File: config.mk
export PLATFORM = sky130hd
export DESIGN_NAME = instruction_fetch_flat
export DESIGN_NICKNAME = d
export VERILOG_FILES = /design/src/rtl/instruction_fetch_pkg.sv /design/src/rtl/instruction_fetch_if.sv /design/src/rtl/instruction_fetch_pc_reg.sv /design/src/rtl/instruction_fetch.sv /design/src/flat_wrapper.sv
export SDC_FILE = /design/constraint.sdc
export NUM_CORES = 1
export LEC_CHECK = 0
export CAP_MARGIN = 20
export CORE_MARGIN = 2
export CORE_UTILIZATION = 35
export DETAILED_ROUTE_END_ITERATION = 8
export GPL_TIMING_DRIVEN = 0
export PLACE_DENSITY = 0.67
export RECOVER_POWER = 25
export SYNTH_ARGS = -nofsm -noshare
export SYNTH_HDL_FRONTEND = slang
export SYNTH_SLANG_ARGS = --single-unit
File: constraint.sdc
create_clock -name clk -period 4.9 [get_ports clk]
set_clock_uncertainty 0.1 [all_clocks]
set_input_delay 0.98 -clock clk [delete_from_list [all_inputs] [get_ports clk]]
set_output_delay 0.98 -clock clk [all_outputs]
set_load 0.01 [all_outputs]
File: src/rtl/instruction_fetch_pkg.sv
// Shared types and constants for the instruction fetch stage.
package instruction_fetch_pkg;

  typedef enum logic {
    S_REQ  = 1'b0,
    S_HALT = 1'b1
  } fetch_state_e;

  localparam logic [31:0] HALT_INST_DEFAULT = 32'h0000_000C;
  localparam logic [31:0] NOP_INST          = 32'h0000_0000;
  localparam logic [31:0] PC_INC            = 32'd4;

endpackage

File: src/rtl/instruction_fetch_if.sv
// Instruction memory request/response bus between the fetch stage and imem.
interface instruction_fetch_if;
  logic        imem_req;
  logic [31:0] imem_addr;
  logic        imem_ready;
  logic [31:0] imem_data;

  modport master (output imem_req, imem_addr, input imem_ready, imem_data);
  modport slave  (input imem_req, imem_addr, output imem_ready, imem_data);
endinterface

File: src/rtl/instruction_fetch_pc_reg.sv
// Program counter register with load enable and synchronous reset.
module pc_reg #(
  parameter logic [31:0] RESET_PC = 32'h0000_0000
) (
  input  logic        clk,
  input  logic        rst_b,
  input  logic        load,
  input  logic [31:0] d,
  output logic [31:0] q
);

  always_ff @(posedge clk) begin
    if (!rst_b)    q <= RESET_PC;
    else if (load) q <= d;
  end

endmodule

File: src/rtl/instruction_fetch.sv
// Instruction fetch stage: single-outstanding imem fetch with stall, redirect and halt.
// Optional performance counters are enabled by defining IF_PERF_CNT_EN.
//
// state  | meaning
// S_REQ  | fetching sequentially; request issued whenever not locked
// S_HALT | halt instruction fetched; no requests until redirect or reset
module instruction_fetch
  import instruction_fetch_pkg::*;
#(
  parameter logic [31:0] RESET_PC  = 32'h0000_0000,
  parameter logic [31:0] HALT_INST = HALT_INST_DEFAULT
) (
  input  logic                clk,
  input  logic                rst_b,
  input  logic                lock,
  input  logic                redirect_valid,
  input  logic [31:0]         redirect_pc,
  instruction_fetch_if.master imem,
  output logic [31:0]         inst_if,
  output logic [31:0]         pc_if,
  output logic                fetch_valid,
  output logic                halted_controller_if
`ifdef IF_PERF_CNT_EN
  ,
  output logic [31:0]         perf_fetched,
  output logic [31:0]         perf_stall
`endif
);

  fetch_state_e state, state_nxt;
  logic [31:0]  pc, pc_nxt;
  logic         pc_load;
  logic [31:0]  inst_nxt, pc_if_nxt;
  logic         valid_nxt, halted_nxt;
  logic         handshake, fetch_done;
  logic         unused_rpc_lsb;

  assign unused_rpc_lsb = ^redirect_pc[1:0];

  pc_reg #(.RESET_PC(RESET_PC)) u_pc_reg (
    .clk   (clk),
    .rst_b (rst_b),
    .load  (pc_load),
    .d     (pc_nxt),
    .q     (pc)
  );

  assign imem.imem_req  = rst_b && (state == S_REQ) && !lock;
  assign imem.imem_addr = pc;
  assign handshake      = imem.imem_req && imem.imem_ready;

  always_comb begin
    state_nxt  = state;
    pc_load    = 1'b0;
    pc_nxt     = pc;
    inst_nxt   = inst_if;
    pc_if_nxt  = pc_if;
    valid_nxt  = fetch_valid;
    halted_nxt = halted_controller_if;
    fetch_done = 1'b0;
    // A redirect wins over lock and discards any response arriving this cycle.
    if (redirect_valid) begin
      pc_load    = 1'b1;
      pc_nxt     = {redirect_pc[31:2], 2'b00};
      inst_nxt   = NOP_INST;
      valid_nxt  = 1'b0;
      halted_nxt = 1'b0;
      state_nxt  = S_REQ;
    end else if (!lock && (state == S_REQ)) begin
      if (handshake) begin
        fetch_done = 1'b1;
        inst_nxt   = imem.imem_data;
        pc_if_nxt  = pc;
        valid_nxt  = 1'b1;
        if (imem.imem_data == HALT_INST) begin
          halted_nxt = 1'b1;
          state_nxt  = S_HALT;
        end else begin
          pc_load = 1'b1;
          pc_nxt  = pc + PC_INC;
        end
      end else begin
        inst_nxt  = NOP_INST;
        valid_nxt = 1'b0;
      end
    end
  end

  always_ff @(posedge clk) begin
    if (!rst_b) state <= S_REQ;
    else        state <= state_nxt;
  end

  always_ff @(posedge clk) begin
    if (!rst_b) begin
      inst_if              <= NOP_INST;
      pc_if                <= '0;
      fetch_valid          <= 1'b0;
      halted_controller_if <= 1'b0;
    end else begin
      inst_if              <= inst_nxt;
      pc_if                <= pc_if_nxt;
      fetch_valid          <= valid_nxt;
      halted_controller_if <= halted_nxt;
    end
  end

`ifdef IF_PERF_CNT_EN
  always_ff @(posedge clk) begin
    if (!rst_b) begin
      perf_fetched <= '0;
      perf_stall   <= '0;
    end else begin
      if (fetch_done)                perf_fetched <= perf_fetched + 32'd1;
      if (lock && (state == S_REQ))  perf_stall   <= perf_stall + 32'd1;
    end
  end
`else
  logic unused_fetch_done;
  assign unused_fetch_done = fetch_done;
`endif

endmodule

File: src/flat_wrapper.sv
// flat-port wrapper written by rule: the top's interface ports become plain ports
module instruction_fetch_flat import instruction_fetch_pkg::*;
#(
  parameter logic [31:0] RESET_PC  = 32'h0000_0000,
  parameter logic [31:0] HALT_INST = HALT_INST_DEFAULT
)
  (clk, rst_b, lock, redirect_valid, redirect_pc, inst_if, pc_if, fetch_valid, halted_controller_if, imem_imem_req, imem_imem_addr, imem_imem_ready, imem_imem_data);
  instruction_fetch_if imem_i ();
  input  logic clk;
  input  logic rst_b;
  input  logic lock;
  input  logic redirect_valid;
  input  logic [31:0] redirect_pc;
  output logic [31:0] inst_if;
  output logic [31:0] pc_if;
  output logic fetch_valid;
  output logic halted_controller_if;
  output wire logic [$bits(imem_i.imem_req)-1:0] imem_imem_req;
  output wire logic [$bits(imem_i.imem_addr)-1:0] imem_imem_addr;
  input wire logic [$bits(imem_i.imem_ready)-1:0] imem_imem_ready;
  input wire logic [$bits(imem_i.imem_data)-1:0] imem_imem_data;
  assign imem_imem_req = imem_i.imem_req;
  assign imem_imem_addr = imem_i.imem_addr;
  assign imem_i.imem_ready = imem_imem_ready;
  assign imem_i.imem_data = imem_imem_data;
  instruction_fetch #(.RESET_PC(RESET_PC), .HALT_INST(HALT_INST)) u_core (.clk(clk), .rst_b(rst_b), .lock(lock), .redirect_valid(redirect_valid), .redirect_pc(redirect_pc), .imem(imem_i), .inst_if(inst_if), .pc_if(pc_if), .fetch_valid(fetch_valid), .halted_controller_if(halted_controller_if));
endmodule
==> results of run 1 <==
-- cells in the final DEF (no fill, tap or decap), drive strengths merged, types with 9 or more instances in the layout --
| master | synthesis | layout |
|---|---|---|
| clkbuf | 33 | 44 |
| nand2 | 70 | 70 |
| nor2 | 38 | 38 |
| a21boi | 29 | 29 |
| o21ai | 35 | 35 |
| nand4 | 11 | 11 |
| a31oi | 18 | 18 |
| dfxtp | 94 | 94 |
| a22oi | 32 | 32 |
| a21oi | 13 | 13 |
| dlygate4sd3 | 0 | 47 |
| clkdlybuf4s50 | 0 | 114 |
| o31ai | 9 | 9 |
-- worst max path at each step --
stage                            startpoint               endpoint  slack, ns  cells past startpoint
after detailed placement  imem_imem_data[3]  u_core.u_pc_reg.q[23]       0.89                      7
after CTS                             rst_b          imem_imem_req       0.94                      5
after floorplan                       rst_b  u_core.u_pc_reg.q[30]       2.07                      5
final                                 rst_b          imem_imem_req       0.94                      5
after global routing                  rst_b          imem_imem_req       0.79                      5
after global placement                rst_b          imem_imem_req       0.97                      5
-- layout make-up --
cell class	instances	area [um^2]	share of cell area, %
Buffer	41	177.7	2.863
Clock buffer	11	252.7	4.073
Clock inverter	5	57.56	0.9274
Inverter	6	22.52	0.3629
Multi-Input combinational cell	340	2023	32.60
Sequential cell	94	1882	30.32
Tap cell	143	178.9	2.883
Timing Repair Buffer	161	1612	25.97
-- worst reg2reg max path: cells and delay by family, from the launching register on --
kind,cells,cell delay [ns]
AND/OR/NAND/NOR,2,0.51
buffers and inverters,1,0.18
flip-flops,1,0.48
multiplexers,1,0.41
AO/OA/AOI/OAI,2,0.87
-- state kept, by name, summed over array words and instances, names as in the netlist --
name                flops
u_core.fetch_valid      1
u_core.state            1
u_core.inst_if         32
u_core.u_pc_reg.q      30
u_core.pc_if           30
-- routing by layer --
layer  track usage [%]  up-vias
met1             27.09     1958
met2             34.14      169
met3             5.508       19
met5                 0        -
met4             7.967        0
li1                  -     2096
-- metrics by stage --
step                total power, mW  instance area, um^2
detailed placement            1.054                 5896
CTS                           1.776                 6206
global placement              1.051                 5896
finish                        1.762                 6206
floorplan                    0.9155                 4105
global route                  1.827                 6206
-- where the power goes --
| part | switching, mW | total [mW] | internal, mW |
|---|---|---|---|
| combinational | 0.0973 | 0.216 | 0.118 |
| sequential | 0.0326 | 0.820 | 0.788 |
| clock | 0.303 | 0.726 | 0.424 |
| total | 0.433 | 1.76 | 1.33 |
-- kinds of logic after synthesis --
| group | count (synthesis) | share of synthesized area (%) |
|---|---|---|
| buffers and inverters | 47 | 4.890 |
| flip-flops | 94 | 45.97 |
| adder cells (fa/ha/maj) | 1 | 0.3056 |
| AND/OR/NAND/NOR | 171 | 20.84 |
| XOR/XNOR | 9 | 1.926 |
| other | 1 | 0.09160 |
| AO/OA/AOI/OAI | 153 | 25.46 |
| multiplexers | 2 | 0.5196 |
==> results.json, run 1 <==
{
  "ys.flop_type": "dfxtp_1",
  "status": "complete, no violations",
  "criticalPathCategory": "input pin to output port",
  "setup_ws_ns": 0.9357,
  "r2r_end": "u_core.u_pc_reg.q[30]",
  "n_antenna_cell": 0,
  "ys_ff_latch": 94,
  "async_flop_share_pct": 0,
  "hp-class": "flop to flop",
  "min_to": "u_core.pc_if[20]",
  "top_layer_used": "met4",
  "cts_hold_buf": 0,
  "hold_ws_ns": 0.3594,
  "peakVddDrop_mv": 0.1662,
  "syn-cell-area_mm2": 0.004094,
  "area_growth_pct": 51.59,
  "post-route-period-util_pct": 80.90,
  "yosys.area.top_type": "dfxtp_1",
  "nets": 723,
  "fin_crit_ns": 3.964,
  "cts_sinks": 94,
  "cp_slowest_stage_delay_ns": 0.55,
  "yosysTopAreaCellShare_pct": 45.97,
  "fp.dieW_um": 112.2,
  "critPathMaxFanout": 10,
  "final_util_pct": 54.35,
  "finalWeightedCongestion": 0.8819,
  "crit_arrival_ns": 2.88,
  "synth_most_common_cell": "dfxtp_1",
  "rr_worst_depth": 6,
  "max-slew-margin-rel_pct": 39.55,
  "crit_buf_inv": 4,
  "clk_pin_slew_ns": 0.06,
  "rows": 39,
  "clk_latency_ns": 0.34,
  "drv_slew": 0,
  "grt_first_pass_wirelength_mm": 21.29,
  "routed_wl_mm": 13.60,
  "instances_no_fill": 801,
  "syn_inst": 478,
  "place_ws_ns": 0.8919,
  "hold_depth": 2,
  "num_io_pins": 168,
  "fill_cells": 1132,
  "ys_seq_area_share_pct": 45.97,
  "cpMaxStageDelayCell": "clkdlybuf4s50_1",
  "synth-edff-count": 0,
  "report.final.setup_viol": 0,
  "start_kind": "input pin",
  "grt_pass1_vias": 4115,
  "start_util_pct": 35.85,
  "path_cells": "clkdlybuf4s50_1 > clkbuf_1 > clkbuf_1 > and2_1 > clkdlybuf4s50_1",
  "setup_tns_ns": 0,
  "dp_cells": 785,
  "ys_types": 51,
  "p_leak_nw": 2.173,
  "maxCapViolations": 0,
  "cts_setup_buffers": 0,
  "die-area_mm2": 0.01258,
  "h-tree-depth": 3,
  "drc": 0,
  "cts_buffer_depth": 2,
  "via_per_inst": 5.296,
  "synthTopCellsByCount": "94 x dfxtp_1, 70 x nand2_1, 38 x nor2_1, 35 x o21ai_0",
  "ys_warn_count": 0,
  "worst_slew_pin_slew_ns": 0.8972,
  "fmax_mhz": 252.3,
  "ant_nets": 0,
  "rr_startpoint": "u_core.u_pc_reg.q[7]",
  "cts_tree": "yes",
  "rsz0062_at_grt": "no",
  "grt_max_degree": 16,
  "layout-drive-gt1-share_pct": 5.015,
  "hold_violations": 0,
  "routedWlPerCell_um": 16.98,
  "place_hpwl_mm": 10.25,
  "pwr_density_cell_mw_per_mm2": 283.9,
  "antenna_found_initial": 0,
  "globalRoute.totalOverflow": 0,
  "r2r_slack_ns": 2.26,
  "yosys-top-cells-area": "dfxtp_1 46%, nand2_1 6.4%, a22oi_1 5.9%, a21boi_0 5.3%, o21ai_0 4.3%",
  "io_buffers": 161,
  "via_count": 4242,
  "met3RoutedLength_mm": 1.113,
  "die_h_um": 112.2,
  "core_area_mm2": 0.01142,
  "cts.repair.resized": 0,
  "worst_ep_required_time_ns": 3.82,
  "met1_length_mm": 6.034,
  "drtPass1Iterations": 5,
  "worst_setup_path_end_kind": "output port",
  "syn_area_per_cell_um2": 8.565,
  "track_usage_pct": 21.08,
  "crit_family": "buffers and inverters",
  "hp-start": "u_core.pc_if[20]",
  "cts_made_buffers": 9,
  "wl_met2_mm": 6.203,
  "first_iter_violations": 221,
  "cts_root_buf": "clkbuf_16"
}
(Power assumes the default switching activity.)
==> run 2, diff against run 1 <==
Settings changed: PLACE_DENSITY 0.67 to 0.7.
Clock period 4.9 ns to 3.2 ns, I/O delays scaled along.
==> run 2 against run 1 <==
  * Utilization increased by 0.14 points
  * Sequential power grew 54%
  * Highest routed layer unchanged
  * Worst setup slack worse by 0.78 ns
  * Critical path type unchanged
==> results.json, run 2 (same netlist as run 1, synthesis figures left out) <==
{
  "first_iter_violations": 325,
  "grt_max_degree": 15,
  "clk_pin_slew_ns": 0.06,
  "fin_crit_ns": 3.047,
  "die-area_mm2": 0.01258,
  "cpMaxStageDelayCell": "clkdlybuf4s50_1",
  "globalRoute.totalOverflow": 0,
  "top_regs": "u_core.inst_if x32, u_core.pc_if x30, u_core.u_pc_reg.q x30",
  "hold_violations": 0,
  "grt_pass1_vias": 4280,
  "fill_cells": 1075,
  "maxCapViolations": 0,
  "drtPass1Iterations": 5,
  "finalWeightedCongestion": 0.9185,
  "die_h_um": 112.2,
  "start_util_pct": 35.85,
  "design_area_mm2": 0.006222,
  "cts_sinks": 94,
  "cp_slowest_stage_delay_ns": 0.55,
  "grt_first_pass_wirelength_mm": 21.69,
  "routed_wl_mm": 13.51,
  "clk_latency_ns": 0.34,
  "critPathMaxFanout": 10,
  "place_ws_ns": -0.5036,
  "drv_slew": 0,
  "routedWlPerCell_um": 16.95,
  "cts_root_buf": "clkbuf_16",
  "hp-class": "flop to flop",
  "nets": 721,
  "worst_setup_path_end_kind": "output port",
  "core_area_mm2": 0.01142,
  "peakVddDrop_mv": 0.2580,
  "worst_ep_required_time_ns": 2.46,
  "cts_setup_buffers": 0,
  "fmax_mhz": 328.2,
  "largest_reg_flops": 32,
  "num_io_pins": 168,
  "fp.dieW_um": 112.2,
  "pwr_density_cell_mw_per_mm2": 445.5,
  "io_buffers": 161,
  "status": "complete, no violations",
  "cts_buffer_depth": 2,
  "antenna_found_initial": 0,
  "p_leak_nw": 2.186,
  "placed_area_mm2": 0.005896,
  "drc": 0,
  "regMostFlops": "u_core.inst_if",
  "n_antenna_cell": 0,
  "ant_nets": 0,
  "register_area_mm2": 0.001882,
  "final_cell_mix": "114 x clkdlybuf4s50_1, 94 x dfxtp_1, 70 x nand2_1",
  "instances_no_fill": 797,
  "dp_cells": 785,
  "cts_tree": "yes",
  "via_per_inst": 5.402,
  "path_cells": "clkdlybuf4s50_1 > clkbuf_2 > clkbuf_2 > and2_1 > clkdlybuf4s50_1",
  "place_hpwl_mm": 10.22,
  "layout-drive-gt1-share_pct": 5.352,
  "via_count": 4305,
  "track_usage_pct": 21.22,
  "rsz0062_at_grt": "no",
  "final_common_cell": "clkdlybuf4s50_1",
  "cts_made_buffers": 9,
  "multi_input_area_mm2": 0.002028,
  "criticalPathCategory": "input pin to output port",
  "max-slew-margin-rel_pct": 58.37,
  "crit_arrival_ns": 2.31,
  "rows": 39,
  "report.final.setup_viol": 0,
  "h-tree-depth": 3,
  "area_growth_pct": 51.99,
  "worst_slew_pin_slew_ns": 0.6228,
  "post-route-period-util_pct": 95.23,
  "setup_ws_ns": 0.1527,
  "start_kind": "input pin"
}
[run 2: changes by cell type in the layout (fill, tap and decap cells not counted), sizes merged]
cell    previous run  this run
bufinv             1         3
clkbuf            44        40
clkinv             4         2
[run 2: path summary, 6_finish.rpt]
kind | slack, ns | startpoint | cells past startpoint | end
hold reg to reg | 0.36 | u_core.pc_if[2] | 2 | u_core.pc_if[2]
setup / recovery | 0.15 | rst_b | 5 | imem_imem_req
hold / removal | 0.36 | u_core.pc_if[2] | 2 | u_core.pc_if[2]
setup reg to reg | 0.60 | u_core.u_pc_reg.q[14] | 7 | u_core.u_pc_reg.q[29]
[run 2: worst max-delay path: cells and delay by family]
family / cells / cell delay (ns)
buffers and inverters: 4 / 1.50
AND/OR/NAND/NOR: 1 / 0.16
[run 2: power breakdown]
part / leakage (nW) / switching [mW] / total (mW) / internal, mW
clock: 0.161 / 0.432 / 1.18 / 0.752
combinational: 1.26 / 0.149 / 0.331 / 0.182
sequential: 0.766 / 0.0512 / 1.26 / 1.21
[run 2: area by class of cell]
cell class / count / share of cell area, %
Buffer: 39 / 2.795
Timing Repair Buffer: 161 / 25.90
Multi-Input combinational cell: 340 / 32.60
Clock buffer: 9 / 3.620
Clock inverter: 5 / 1.609
Sequential cell: 94 / 30.24
Tap cell: 143 / 2.876
Inverter: 6 / 0.3620
[run 2: timing repair]
action / in CTS / in global routing
setup endpoints to repair: 10 / 27
gates cloned: 0 / 0
gates resized for setup: 2 / 6
hold buffers: 0 / 0
[run 2: per-stage QoR]
| step | utilization [%] | TNS [ns] | power (mW) | hold slack, ns |
|---|---|---|---|---|
| final | 54.49 | 0 | 2.772 | 0.3609 |
| after global routing | 54.49 | 0 | 2.882 | 0.3846 |
| after CTS | 54.49 | 0 | 2.804 | 0.3701 |
| after detailed placement | 51.63 | -7.013 | 1.613 | 0.3577 |
| after global placement | 51.63 | -4.728 | 1.607 | 0.3542 |
| after floorplan | - | 0 | 1.402 | 0.3876 |
[run 2: routing by layer]
layer	vias up	share of wire, %	global-route usage (%)
met5	-	0	0
met4	0	1.8	7.480
met3	22	8.0	6.371
met2	157	47	35.22
met1	2038	44	26.26
li1	2088	-	-
